--- src/rtl/alu_op_decoder.sv ---
// alu_op_decoder: registered RV32I decode stage feeding the ALU and register file.
// It has an output register plus one skid register behind a valid/ready handshake.
// Optional macro ALU_OP_DECODER_SLTU_EN enables decode of SLTU/SLTIU/BLTU/BGEU
// to ALU code 1001. Without it, those four instructions decode as illegal.
`timescale 1ns/1ps

module alu_op_decoder (
    input  logic        clk,
    input  logic        rst_n,
    input  logic        in_valid,
    output logic        in_ready,
    input  logic [31:0] in_instr,
    output logic        out_valid,
    input  logic        out_ready,
    output logic [3:0]  out_ctrl,
    output logic [31:0] out_imm,
    output logic        out_use_imm,
    output logic [4:0]  out_rd,
    output logic [4:0]  out_rs1,
    output logic [4:0]  out_rs2,
    output logic        out_is_branch,
    output logic        out_branch_inv,
    output logic        out_illegal
);

`ifdef ALU_OP_DECODER_SLTU_EN
    localparam logic SLTU_EN = 1'b1;
`else
    localparam logic SLTU_EN = 1'b0;
`endif

    localparam logic [6:0] OP_R      = 7'b0110011;
    localparam logic [6:0] OP_I      = 7'b0010011;
    localparam logic [6:0] OP_LOAD   = 7'b0000011;
    localparam logic [6:0] OP_STORE  = 7'b0100011;
    localparam logic [6:0] OP_BRANCH = 7'b1100011;

    localparam logic [6:0] F7_ZERO = 7'b0000000;
    localparam logic [6:0] F7_ALT  = 7'b0100000;

    localparam logic [3:0] ALU_ADD  = 4'b0000;
    localparam logic [3:0] ALU_SUB  = 4'b0001;
    localparam logic [3:0] ALU_AND  = 4'b0010;
    localparam logic [3:0] ALU_OR   = 4'b0011;
    localparam logic [3:0] ALU_XOR  = 4'b0100;
    localparam logic [3:0] ALU_SLL  = 4'b0101;
    localparam logic [3:0] ALU_SRL  = 4'b0110;
    localparam logic [3:0] ALU_SRA  = 4'b0111;
    localparam logic [3:0] ALU_SLT  = 4'b1000;
    localparam logic [3:0] ALU_SLTU = 4'b1001;

    typedef struct packed {
        logic [3:0]  ctrl;
        logic [31:0] imm;
        logic        use_imm;
        logic [4:0]  rd;
        logic [4:0]  rs1;
        logic [4:0]  rs2;
        logic        is_branch;
        logic        branch_inv;
        logic        illegal;
    } bundle_t;

    logic [6:0] opcode;
    logic [2:0] funct3;
    logic [6:0] funct7;
    logic [31:0] imm_i;
    logic [31:0] imm_s;
    logic [31:0] imm_b;

    bundle_t dec;
    logic    legal;

    bundle_t out_q;
    bundle_t skid_q;
    logic    out_v_q;
    logic    skid_v_q;
    logic    accept;

    assign opcode = in_instr[6:0];
    assign funct3 = in_instr[14:12];
    assign funct7 = in_instr[31:25];
    assign imm_i  = {{20{in_instr[31]}}, in_instr[31:20]};
    assign imm_s  = {{20{in_instr[31]}}, in_instr[31:25], in_instr[11:7]};
    assign imm_b  = {{20{in_instr[31]}}, in_instr[7], in_instr[30:25], in_instr[11:8], 1'b0};

    // Combinational decode of the incoming instruction word into a bundle.
    always_comb begin
        dec     = '0;
        legal   = 1'b0;
        dec.rd  = in_instr[11:7];
        dec.rs1 = in_instr[19:15];
        dec.rs2 = in_instr[24:20];
        case (opcode)
            OP_R: begin
                legal = (funct7 == F7_ZERO);
                case (funct3)
                    3'b000: begin
                        dec.ctrl = (funct7 == F7_ALT) ? ALU_SUB : ALU_ADD;
                        legal    = (funct7 == F7_ZERO) || (funct7 == F7_ALT);
                    end
                    3'b001: dec.ctrl = ALU_SLL;
                    3'b010: dec.ctrl = ALU_SLT;
                    3'b011: begin
                        dec.ctrl = ALU_SLTU;
                        legal    = SLTU_EN && (funct7 == F7_ZERO);
                    end
                    3'b100: dec.ctrl = ALU_XOR;
                    3'b101: begin
                        dec.ctrl = (funct7 == F7_ALT) ? ALU_SRA : ALU_SRL;
                        legal    = (funct7 == F7_ZERO) || (funct7 == F7_ALT);
                    end
                    3'b110: dec.ctrl = ALU_OR;
                    default: dec.ctrl = ALU_AND;
                endcase
            end
            OP_I: begin
                legal       = 1'b1;
                dec.use_imm = 1'b1;
                dec.imm     = imm_i;
                case (funct3)
                    3'b000: dec.ctrl = ALU_ADD;
                    3'b001: begin
                        dec.ctrl = ALU_SLL;
                        legal    = (funct7 == F7_ZERO);
                    end
                    3'b010: dec.ctrl = ALU_SLT;
                    3'b011: begin
                        dec.ctrl = ALU_SLTU;
                        legal    = SLTU_EN;
                    end
                    3'b100: dec.ctrl = ALU_XOR;
                    3'b101: begin
                        dec.ctrl = (funct7 == F7_ALT) ? ALU_SRA : ALU_SRL;
                        legal    = (funct7 == F7_ZERO) || (funct7 == F7_ALT);
                    end
                    3'b110: dec.ctrl = ALU_OR;
                    default: dec.ctrl = ALU_AND;
                endcase
            end
            OP_LOAD: begin
                legal       = 1'b1;
                dec.ctrl    = ALU_ADD;
                dec.use_imm = 1'b1;
                dec.imm     = imm_i;
            end
            OP_STORE: begin
                legal       = 1'b1;
                dec.ctrl    = ALU_ADD;
                dec.use_imm = 1'b1;
                dec.imm     = imm_s;
            end
            OP_BRANCH: begin
                legal         = 1'b1;
                dec.is_branch = 1'b1;
                dec.imm       = imm_b;
                // Taken sense is relative to the ALU zero flag:
                // SUB==0 means equal, SLT/SLTU==0 means not-less-than.
                case (funct3)
                    3'b000: dec.ctrl = ALU_SUB;
                    3'b001: begin
                        dec.ctrl       = ALU_SUB;
                        dec.branch_inv = 1'b1;
                    end
                    3'b100: begin
                        dec.ctrl       = ALU_SLT;
                        dec.branch_inv = 1'b1;
                    end
                    3'b101: dec.ctrl = ALU_SLT;
                    3'b110: begin
                        dec.ctrl       = ALU_SLTU;
                        dec.branch_inv = 1'b1;
                        legal          = SLTU_EN;
                    end
                    3'b111: begin
                        dec.ctrl = ALU_SLTU;
                        legal    = SLTU_EN;
                    end
                    default: legal = 1'b0;
                endcase
            end
            default: legal = 1'b0;
        endcase
        // Illegal bundles keep the register indices but zero all ALU control.
        if (!legal) begin
            dec.ctrl       = ALU_ADD;
            dec.imm        = '0;
            dec.use_imm    = 1'b0;
            dec.is_branch  = 1'b0;
            dec.branch_inv = 1'b0;
        end
        dec.illegal = ~legal;
    end

    // The skid register only fills while the output is stalled, so in_ready is
    // simply "skid empty". This keeps in_ready a pure flop output.
    assign accept = in_valid & ~skid_v_q;

    // Output and skid storage; the skid drains into the output when it fires.
    always_ff @(posedge clk or negedge rst_n) begin
        if (!rst_n) begin
            out_q    <= '0;
            skid_q   <= '0;
            out_v_q  <= 1'b0;
            skid_v_q <= 1'b0;
        end else if (skid_v_q) begin
            if (out_ready) begin
                out_q    <= skid_q;
                skid_v_q <= 1'b0;
            end
        end else if (accept) begin
            if (!out_v_q || out_ready) begin
                out_q   <= dec;
                out_v_q <= 1'b1;
            end else begin
                skid_q   <= dec;
                skid_v_q <= 1'b1;
            end
        end else if (out_ready) begin
            out_v_q <= 1'b0;
        end
    end

    assign in_ready       = ~skid_v_q;
    assign out_valid      = out_v_q;
    assign out_ctrl       = out_q.ctrl;
    assign out_imm        = out_q.imm;
    assign out_use_imm    = out_q.use_imm;
    assign out_rd         = out_q.rd;
    assign out_rs1        = out_q.rs1;
    assign out_rs2        = out_q.rs2;
    assign out_is_branch  = out_q.is_branch;
    assign out_branch_inv = out_q.branch_inv;
    assign out_illegal    = out_q.illegal;

endmodule

--- config.mk ---
export PLATFORM = sky130hd
export DESIGN_NAME = alu_op_decoder
export DESIGN_NICKNAME = d
export VERILOG_FILES = /design/src/rtl/alu_op_decoder.sv
export SDC_FILE = /design/constraint.sdc
export NUM_CORES = 1
export LEC_CHECK = 0
export ABC_CLOCK_PERIOD_IN_PS = 1800
export BUFFER_PORTS_ARGS = -buffer_cell sky130_fd_sc_hd__buf_2
export CAP_MARGIN = 20
export CELL_PAD_IN_SITES_DETAIL_PLACEMENT = 1
export CELL_PAD_IN_SITES_GLOBAL_PLACEMENT = 1
export CORE_MARGIN = 5
export CORE_UTILIZATION = 40
export DETAILED_ROUTE_END_ITERATION = 10
export PLACE_DENSITY = 0.78
export SLEW_MARGIN = 5
export SYNTH_ARGS = -nofsm -noshare
export SYNTH_HDL_FRONTEND = slang
export SYNTH_SLANG_ARGS = --single-unit
--- constraint.sdc ---
create_clock -name clk -period 1.8 [get_ports clk]
set_clock_uncertainty 0.05 [all_clocks]
set_input_delay 0.09 -clock clk [delete_from_list [all_inputs] [get_ports clk]]
set_output_delay 0.09 -clock clk [all_outputs]
set_load 0.005 [all_outputs]
==> results.md <==
## GRT
- pin count of the biggest net entering global routing: 31
- initial antenna violation count: 0
- sum of overflow across all layers after global routing: 0
- wire length of the first global-routing pass: 18.4 mm
- global-route usage over all layers: 20.2%
- number of global-route vias before repair: 3497

## Clocking
- maximum level of the CTS H-tree: 3
- root buffer selected by CTS: sky130_fd_sc_hd__clkbuf_8
- maximum count of clock buffers along a single path: 2
- CTS tree: done
- worst-skew pair later-pin latency: 0.35 ns
- Sinks on Clock Net: 74
- number of buffers inserted during clock tree synthesis: 9
- clock-pin slew on the worst setup and hold paths: 0.08 ns

## Layout
- fraction of final layout cells sized beyond drive strength 1: 30.3%
- post-route cell area: 4860 um^2
- total number of nets in the final design: 550
- Antenna diodes: 0
- post-synthesis to final-layout area growth: 27.2%

## Yosys
- portion of synthesized cell area occupied by the leading cell type: 48.5%
- post-synthesis async set-or-reset flop share: 100%
- instance count of the mapped netlist: 412
- cell with the most instances after synthesis: sky130_fd_sc_hd__nand2_1
- largest area contributor in the netlist: sky130_fd_sc_hd__dfrtp_1
- top cell types by occurrence after synthesis: sky130_fd_sc_hd__nand2_1, sky130_fd_sc_hd__dfrtp_1, sky130_fd_sc_hd__o21ai_0, sky130_fd_sc_hd__a21oi_1, sky130_fd_sc_hd__buf_4
- Yosys cell types: 55
- number of enable flip-flop cells after synthesis: 0
- number of storage elements in the synthesis netlist: 74
- most instantiated flip-flop cell in the synthesis netlist: sky130_fd_sc_hd__dfrtp_1
- sequential cell area fraction in the yosys report: 48.5%
- syn_area_per_cell: 9.27 um^2
- Synth area leaders: sky130_fd_sc_hd__dfrtp_1, sky130_fd_sc_hd__nand2_1, sky130_fd_sc_hd__mux2i_1
- Net Count, Synth: 448
- post-synth design cell area: 3820 um^2
- count of warnings emitted by yosys: 0

## STA
- total count of max-transition violations in the final report: 0
- post-route setup slack: 0.119 ns
- final setup violation count: 0
- Tcrit/Tclk final: 93.4%
- minimum clock period after layout: 1.68 ns
- worst rel slew slack: 69.1%
- unrepaired setup endpoints after global routing: false
- TNS Setup: 0 ns
- Fin. Hold Viols: 0
- Post-Route Hold Slack: 0.0267 ns
- transition time at the pin with the least slew margin: 0.464 ns
- max frequency: 0.595 GHz

## Flow run
- max cap viols: 0

## Floorplan
- number of standard-cell rows in the floorplan: 35
- area of the die: 11600 um^2
- Die Height: 108 um
- standard cell core area: 9280 um^2
- die extent in x: 108 um
- I/O pin total: 93
- initial cell density of the core: 41.1%

## Place
- DP Worst Slack: 0.0136 ns
- Port Buf Inserts: 92
- post-placement cell area: 4340 um^2
- hpwl dp: 7.95 mm
- Final Wtd Congestion: 0.794

## Route
- First DRT Iteration DRCs: 188
- number of nets with antenna violations after routing: 0
- first drt pass iteration count: 4
- drt total wl: 11.5 mm
- number of vias per cell after detailed routing: 5.16
- average wire per standard cell: 17.7 um
- total via count after detailed routing: 3344
- drt drc: 0

## Power and ir drop
- Leakage: 2.39 nW
- Power Internal: 3.19 mW
- sequential cell fraction of total power: 45.0%
- clock share of power: 34.0%
- power per cell area: 933 nW/um^2
- reported net switching power: 1.34 mW
- worst IR drop on VDD: 0.355 mV
- Final Power: 4.53 mW
- power share of the combinational group: 21.0%
- switching part of the total: 29.5%

## Worst setup path
- arrival time worst endpoint: 1.88 ns
- type of origin of the critical path: primary input
- buffering stage count on the worst path with inverters included: 2
- Required @ worst endpoint: 2.00 ns
- max incr delay on CP: 0.53 ns
- peak fanout along the critical path: 10
- standard cell with the maximum stage delay on the critical path: sky130_fd_sc_hd__dlygate4sd3_1
- path type of the worst setup path: primary input to flip-flop
- endpoint class of the critical path: flip-flop
- kind of cell with the highest combined delay on the critical path: compound AO/OA/AOI/OAI gates
- critical path, cell by cell: dlygate4sd3_1, buf_2, nor2_1, o31a_1, a31o_2, nand2_2, o31ai_1

## Hold path
- kind of path behind the tightest hold check: primary input to flip-flop

## Outcome
- result of the run: complete, no violations

==> worst paths after layout <==
check	slack, ns	to	depth (start not counted)	start
setup / recovery	0.12	skid_q[18]	7	in_instr[30]
hold / removal	0.03	out_valid	2	in_valid
setup reg to reg	0.15	skid_q[25]	5	skid_v_q
hold reg to reg	0.43	out_rd[1]	2	out_rd[1]
max in group asynchronous	1.01	skid_q[30]	3	rst_n
min in group asynchronous	0.16	out_rs1[3]	2	rst_n
==> stage by stage <==
step           utilization (%)  std cells
2_1_floorplan                -        412
6_report                  52.3        648
3_3_place_gp              46.7        604
4_1_cts                   51.8        643
3_5_place_dp              46.7        604
5_1_grt                   52.3        648
==> worst reg2reg max path, delay by kind of cell, from the launching register on <==
family | cells | cell delay, ns
AND/OR/NAND/NOR | 2 | 0.56
flip-flops | 1 | 0.43
buffers and inverters | 2 | 0.36
AO/OA/AOI/OAI | 1 | 0.17
==> power groups by stage <==
stage	Combinational (mW)	Clock [mW]	Sequential (mW)
floorplan	0.478	0	2.05
global placement	0.880	0	2.06
detailed placement	0.913	0	2.07
CTS	0.960	1.56	2.04
global route	1.07	1.63	2.07
finish	0.954	1.54	2.04
==> logic make-up (layout without fill, tap and decap cells) <==
logic type	Yosys count	after routing	synth area share, %
compound gates	101	101	17.9
simple gates	166	166	21.1
xor+xnor	1	1	0.229
flops	74	74	48.5
mux	16	16	4.20
buf+inv	54	161	8.06
==> final cells by class <==
class,instances,area [um^2]
Sequential cell,74,1850
Fill cell,1095,4430
Clock inverter,4,72.6
Tap cell,129,161
Timing Repair Buffer,139,911
Multi-Input combinational cell,284,1670
Inverter,6,22.5
Clock buffer,12,165
==> state kept, by name, indices dropped and copies added, names as in the netlist <==
| name | count |
|---|---|
| out_branch_inv | 1 |
| out_ctrl | 4 |
| out_illegal | 1 |
| out_imm | 13 |
| out_is_branch | 1 |
| out_rd | 5 |
| out_rs1 | 5 |
| out_rs2 | 5 |
| out_use_imm | 1 |
| out_valid | 1 |
| skid_q | 36 |
| skid_v_q | 1 |
==> cells in the final DEF, fill, tap and decap left out, drive strengths merged, types with 5 or more instances in the layout <==
| master | count |
|---|---|
| nand2 | 108 |
| mux2i | 16 |
| dlygate4sd3 | 23 |
| buf | 116 |
| dfrtp | 74 |
| a22o | 6 |
| clkbuf | 12 |
| o31ai | 16 |
| inv | 5 |
| nor2 | 15 |
| o21ai | 40 |
| a21oi | 25 |
| and3 | 15 |
==> repair_timing <==
action / in CTS / in global routing
gates resized for setup: 0 / 1
endpoints found under the hold margin: 94 / 0
buffers inserted: 0 / 5
endpoints found under the setup margin: 0 / 3
hold buffers: 23 / 0
==> metal layers <==
metal | global-route usage, % | wire length (um) | vias to the layer above
li1 | - | - | 1611
met1 | 25.6 | 5190 | 1644
met2 | 35.2 | 5700 | 73
met3 | 2.94 | 389 | 16
met4 | 6.67 | 203 | 0
met5 | 0 | 0 | -
(Power assumes the default switching activity.)
